### src/rtl/flash_boot_loader_pkg.sv
// Shared state encoding, default parameters and flash address helper for the
// flash-to-SRAM boot loader.
package flash_boot_loader_pkg;

  typedef enum logic [2:0] {
    ST_IDLE    = 3'd0,
    ST_REQ_LO  = 3'd1,
    ST_WAIT_LO = 3'd2,
    ST_REQ_HI  = 3'd3,
    ST_WAIT_HI = 3'd4,
    ST_WRITE   = 3'd5,
    ST_DONE    = 3'd6,
    ST_ERR     = 3'd7
  } state_t;

  localparam logic [21:0] DEF_FLASH_BASE   = 22'h000000;
  localparam logic [19:0] DEF_RAM_BASE     = 20'h00000;
  localparam logic [19:0] DEF_WORD_COUNT   = 20'd1024;
  localparam int          DEF_WRITE_CYCLES = 2;
  localparam logic [15:0] DEF_TIMEOUT      = 16'd4096;

  // Low half-word address of word n; wraps silently modulo 2^22.
  function automatic logic [21:0] lo_half_addr(input logic [21:0] base, input logic [19:0] n);
    return base + {1'b0, n, 1'b0};
  endfunction

endpackage

### src/rtl/flash_boot_loader_sync_edge.sv
// Two-flop synchroniser with a rising-edge pulse, for asynchronous status
// levels such as flash ready or UART flags.
module sync_edge (
  input  logic clk,
  input  logic rst,
  input  logic i_async,
  output logic o_rise
);

  logic r_meta;
  logic r_sync;
  logic r_prev;

  // Synchronise the level, then keep its previous value for edge detection.
  always_ff @(posedge clk) begin
    if (rst) begin
      r_meta <= 1'b0;
      r_sync <= 1'b0;
      r_prev <= 1'b0;
    end else begin
      r_meta <= i_async;
      r_sync <= r_meta;
      r_prev <= r_sync;
    end
  end

  assign o_rise = r_sync & ~r_prev;

endmodule

### src/rtl/flash_boot_loader.sv
// Copies WORD_COUNT 32-bit words from NOR flash (two half-word reads each)
// into SRAM, holding the core busy until done or timed out.
module flash_boot_loader
  import flash_boot_loader_pkg::*;
#(
  parameter logic [21:0] FLASH_BASE   = DEF_FLASH_BASE,
  parameter logic [19:0] RAM_BASE     = DEF_RAM_BASE,
  parameter logic [19:0] WORD_COUNT   = DEF_WORD_COUNT,
  parameter int          WRITE_CYCLES = DEF_WRITE_CYCLES,
  parameter logic [15:0] TIMEOUT      = DEF_TIMEOUT
) (
  input  logic        clk,
  input  logic        rst,
  input  logic        start,
  output logic [21:0] flash_addr,
  input  logic [15:0] flash_data,
  input  logic        flash_data_ready,
  output logic [19:0] ram_addr,
  output logic [31:0] ram_data,
  output logic        ram_ce,
  output logic        ram_we,
  output logic [3:0]  ram_sel,
  output logic        busy,
  output logic        done,
  output logic        error,
  output logic [19:0] words_copied
);

  localparam logic [15:0] WC_LAST  = 16'(WRITE_CYCLES - 1);
  localparam logic [15:0] TMO_LAST = TIMEOUT - 16'd1;

  state_t      r_state;
  logic [15:0] r_tmo;
  logic [15:0] r_wcnt;
  logic        w_rise;
  logic [19:0] w_n_next;

  sync_edge u_ready_sync (
    .clk     (clk),
    .rst     (rst),
    .i_async (flash_data_ready),
    .o_rise  (w_rise)
  );

  assign w_n_next = words_copied + 20'd1;

  // Copy sequencer; every output is a register updated alongside the state.
  always_ff @(posedge clk) begin
    if (rst) begin
      r_state      <= ST_IDLE;
      r_tmo        <= 16'd0;
      r_wcnt       <= 16'd0;
      flash_addr   <= 22'd0;
      ram_addr     <= 20'd0;
      ram_data     <= 32'd0;
      ram_ce       <= 1'b0;
      ram_we       <= 1'b0;
      ram_sel      <= 4'h0;
      busy         <= 1'b0;
      done         <= 1'b0;
      error        <= 1'b0;
      words_copied <= 20'd0;
    end else begin
      case (r_state)
        ST_IDLE, ST_DONE, ST_ERR: begin
          if (start) begin
            words_copied <= 20'd0;
            error        <= 1'b0;
            if (WORD_COUNT == 20'd0) begin
              r_state <= ST_DONE;
              done    <= 1'b1;
            end else begin
              r_state    <= ST_REQ_LO;
              done       <= 1'b0;
              busy       <= 1'b1;
              flash_addr <= FLASH_BASE;
              ram_addr   <= RAM_BASE;
            end
          end
        end
        ST_REQ_LO: begin
          r_tmo   <= 16'd0;
          r_state <= ST_WAIT_LO;
        end
        ST_WAIT_LO: begin
          if (w_rise) begin
            ram_data[15:0] <= flash_data;
            flash_addr     <= flash_addr + 22'd1;
            r_state        <= ST_REQ_HI;
          end else if (r_tmo == TMO_LAST) begin
            r_state <= ST_ERR;
            error   <= 1'b1;
            busy    <= 1'b0;
          end else begin
            r_tmo <= r_tmo + 16'd1;
          end
        end
        ST_REQ_HI: begin
          r_tmo   <= 16'd0;
          r_state <= ST_WAIT_HI;
        end
        ST_WAIT_HI: begin
          if (w_rise) begin
            ram_data[31:16] <= flash_data;
            ram_ce          <= 1'b1;
            ram_we          <= 1'b1;
            ram_sel         <= 4'hF;
            r_wcnt          <= 16'd0;
            r_state         <= ST_WRITE;
          end else if (r_tmo == TMO_LAST) begin
            r_state <= ST_ERR;
            error   <= 1'b1;
            busy    <= 1'b0;
          end else begin
            r_tmo <= r_tmo + 16'd1;
          end
        end
        ST_WRITE: begin
          if (r_wcnt == WC_LAST) begin
            ram_ce       <= 1'b0;
            ram_we       <= 1'b0;
            ram_sel      <= 4'h0;
            words_copied <= w_n_next;
            if (w_n_next == WORD_COUNT) begin
              r_state <= ST_DONE;
              done    <= 1'b1;
              busy    <= 1'b0;
            end else begin
              r_state    <= ST_REQ_LO;
              flash_addr <= lo_half_addr(FLASH_BASE, w_n_next);
              ram_addr   <= RAM_BASE + w_n_next;
            end
          end else begin
            r_wcnt <= r_wcnt + 16'd1;
          end
        end
        default: begin
          r_state <= ST_IDLE;
        end
      endcase
    end
  end

endmodule

### config.mk
export PLATFORM = sky130hd
export DESIGN_NAME = flash_boot_loader
export DESIGN_NICKNAME = d
export VERILOG_FILES = /design/src/rtl/flash_boot_loader_pkg.sv /design/src/rtl/flash_boot_loader_sync_edge.sv /design/src/rtl/flash_boot_loader.sv
export SDC_FILE = /design/constraint.sdc
export NUM_CORES = 1
export LEC_CHECK = 0
export CAP_MARGIN = 20
export CORE_MARGIN = 2
export CORE_UTILIZATION = 47
export DETAILED_ROUTE_END_ITERATION = 16
export PLACE_DENSITY = 0.72
export SLEW_MARGIN = 20
export SYNTH_ARGS = -nofsm -noshare
export SYNTH_HDL_FRONTEND = slang
export SYNTH_HIERARCHICAL = 1
export SYNTH_SLANG_ARGS = --single-unit
### constraint.sdc
create_clock -name clk -period 3.5 [get_ports clk]
set_clock_uncertainty 0.2 [all_clocks]
set_input_delay 0.525 -clock clk [delete_from_list [all_inputs] [get_ports clk]]
set_output_delay 0.525 -clock clk [all_outputs]
set_load 0.03 [all_outputs]
==> impl_metrics.py <==
metrics = {
    "clock_network": {
        "cts.clk_slew.worst_paths_ns": 0.06,
        "insertion_delay_ns": 0.43,
        "cts_hold_buf": 0,
        "cts_setup_buffers": 0,
        "cts_resized": 0,
        "cts.sink_count": 136,
        "clockBufferDepth": 2,
        "numCtsBuffers": 17,
        "root_buffer": "clkbuf_16",
        "cts_tree": "yes",
        "htreeDepth": 4,
    },
    "placement": {
        "place_congestion": 0.886,
        "io_buffers": 122,
        "dp_hpwl_um": 14400,
    },
    "setup_path": {
        "critPathArrivalTime_ns": 3.22,
        "crit_required_ns": 3.57,
        "endpoint_kind": "register",
        "path_max_fanout": 15,
        "timing.rr.start": "words_copied[0]$_SDFFE_PP0P_",
        "r2r_cells": 9,
        "cp-start-kind": "register",
        "r2r-end": "ram_addr[5]$_SDFFE_PP0P_",
        "r2r_slack_ns": 0.35,
        "critPathKind": "register to register",
    },
    "logic_synthesis": {
        "synth_edf_count": 0,
        "ys_types": 82,
        "synth_cells": 899,
        "syn-cell-area_mm2": 0.00707,
        "synth_nets": 925,
        "ys.flop_type": "dfxtp_1",
        "ys_seq_elements": 136,
        "yosys_warnings": 6,
        "async_flop_share_pct": 0,
        "seq_area_frac_synth_pct": 38.5,
        "synth_area_per_cell_um2": 7.87,
    },
    "min_path": {
        "hold_class": "register to register",
        "min_to": "ram_data[12]$_SDFFE_PP0P_",
        "hold_depth": 2,
        "hp-start": "ram_data[12]$_SDFFE_PP0P_",
    },
    "global_routing": {
        "grt_pass1_vias": 6488,
        "grt_max_degree": 80,
        "grt_pass1_wl_um": 33400,
        "overflow": 0,
        "track_usage_pct": 25.7,
        "antenna_found_initial": 0,
    },
    "pwr": {
        "internal-power_uw": 2790,
        "p_sw_share_pct": 24.1,
        "ir_worst_vdd_uv": 348,
        "power.switching_uw": 886,
        "comb_power_share_pct": 5.9,
        "p_seq_share_pct": 42.5,
        "pwr-share-clk_pct": 51.6,
        "power_density_mw_per_mm2": 409,
        "p_leak_uw": 0.00294,
    },
    "timing": {
        "setup_tns_ns": 0,
        "fin_crit_sh_pct": 89.9,
        "rsz0062_at_grt": "false",
        "hold_violations": 0,
        "fmax_mhz": 318,
        "period_needed_ns": 3.15,
        "max_slew.worst_pin.slew_ns": 0.974,
        "maxSlewViolCount": 0,
        "hold_slack_ns": 0.251,
        "slew_headroom_pct": 35.1,
        "setup_viol": 0,
    },
    "die": {
        "die_area_mm2": 0.0160,
        "ios": 123,
        "dieHeight_um": 127,
        "num_rows": 44,
        "core_area_mm2": 0.0146,
        "fp.dieW_um": 127,
        "initial_core_util_pct": 48.3,
    },
    "final_layout": {
        "syn2layout_area_growth_pct": 27.1,
        "finalNetCount": 1026,
        "num_antenna_cells": 0,
        "final_cell_mix": "nand2_1, dfxtp_1, clkdlybuf4s50_1",
        "drive_gt1_share_pct": 9.28,
        "layout_commonest_cell": "nand2_1",
    },
    "routing": {
        "vias_per_cell": 5.93,
        "wl_um": 20700,
        "post_drt_wl_per_cell_um": 17.3,
        "drc": 0,
        "drt_pass1_iterations": 6,
        "drt-initial-drc-count": 808,
        "antenna_left": 0,
        "num_vias": 7104,
    },
    "status": {
        "outcome": "finished, final reports clean",
    },
    "flow_run": {
        "maxCapViolCount": 0,
    },
}
## synthesized netlist by cell type (4+ instances only)
cell type    n  area (µm²)
or4_1        5        37.5
inv_1       18        67.6
nand4_2      4        50.1
o31ai_1     11        82.6
nor2_1      71         267
a211oi_2     5        62.6
a311oi_1     4        35.0
nand2b_1     7        43.8
buf_4        9        67.6
and3_1       9        56.3
nand4_1     14        87.6
ha_1         6        75.1
buf_2        7        35.0
nand3b_1    16         120
nor4_1      11        68.8
nor2b_1      7        43.8
a31oi_1     15        93.8
and2_1      10        62.6
o21ai_0     38         190
a21oi_1     92         460
o21a_1       4        30.0
clkbuf_1    36         135
xor2_1      13         114
dfxtp_1    136        2720
xnor2_1     21         184
nand3_1     32         160
buf_6        5        56.3
or3_1       15        93.8
nand2_1    165         619
o211ai_1    14         105
nor3_1      20         100
## power groups by stage
| stage | registers [µW] | logic, µW | clock network [µW] |
|---|---|---|---|
| final | 1560 | 216 | 1900 |
| after global routing | 1560 | 234 | 1970 |
| after CTS | 1560 | 214 | 1910 |
| after detailed placement | 1600 | 213 | 0 |
| after global placement | 1600 | 212 | 0 |
| after floorplan | 1610 | 129 | 0 |
## per-layer routing
metal	global-route usage (%)	vias up	routed length, µm	part of all wire (%)
met4	6.72	0	314	1.5
met2	39.7	327	9200	44
met5	0	-	0	0
li1	-	3401	-	-
met1	35.1	3347	9130	44
met3	8.06	29	2040	9.9
## worst max path at each step
stage / to / depth (start not counted) / slack (ns) / start
2_1_floorplan: flash_addr[17]$_SDFFE_PP0P_ / 9 / 0.54 / words_copied[0]$_SDFFE_PP0P_
6_report: ram_addr[5]$_SDFFE_PP0P_ / 9 / 0.35 / words_copied[0]$_SDFFE_PP0P_
4_1_cts: ram_addr[5]$_SDFFE_PP0P_ / 9 / 0.38 / words_copied[0]$_SDFFE_PP0P_
5_1_grt: ram_addr[5]$_SDFFE_PP0P_ / 9 / 0.07 / words_copied[0]$_SDFFE_PP0P_
3_5_place_dp: ram_addr[5]$_SDFFE_PP0P_ / 9 / 0.42 / words_copied[0]$_SDFFE_PP0P_
3_3_place_gp: flash_addr[21]$_SDFFE_PP0P_ / 8 / 0.48 / words_copied[0]$_SDFFE_PP0P_
## stage by stage
stage	total power [µW]	setup slack [ns]	util, %	instances	area (µm²)
floorplan	1730	0.544	-	899	7070
global placement	1810	0.481	57.1	1165	8360
detailed placement	1810	0.420	57.1	1165	8360
CTS	3680	0.380	61.4	1197	8990
global route	3770	0.0730	61.4	1197	8990
finish	3680	0.353	61.4	1197	8990
## critical path, cell delays in order, from the launching register on
cell      delay [ns]
dfxtp_1         0.48
ha_1            0.31
nand3_1         0.22
nor4_4          0.46
a31oi_1         0.14
o22a_2          0.32
a31oi_4         0.40
buf_4           0.26
nand3b_1        0.13
o21ai_0         0.08
## flip-flops by register name, summed over array words and instances, names as in the netlist
| name | cells |
|---|---|
| u_ready_sync/r_meta | 1 |
| ram_sel | 1 |
| error | 1 |
| ram_data | 32 |
| done | 1 |
| ram_addr | 20 |
| r_wcnt | 16 |
| r_tmo | 16 |
| busy | 1 |
| u_ready_sync/r_sync | 1 |
| flash_addr | 22 |
| r_state | 3 |
| words_copied | 20 |
| u_ready_sync/r_prev | 1 |
## cell families after synthesis
group	Yosys count	share of synthesized area (%)
buf+inv	82	5.75
fa+ha+maj	6	1.06
flops	136	38.5
xor+xnor	34	4.21
compound gates	226	20.9
mux	3	0.442
simple gates	412	29.2
## cell type report
cell class | instances | area (µm²)
Clock buffer | 19 | 453
Sequential cell | 136 | 2720
Multi-Input combinational cell | 681 | 3950
Fill cell | 1289 | 5660
Inverter | 18 | 67.6
Timing Repair Buffer | 146 | 1400
Clock inverter | 13 | 170
Tap cell | 184 | 230
Note: power is estimated with default switching activity, not from simulation.
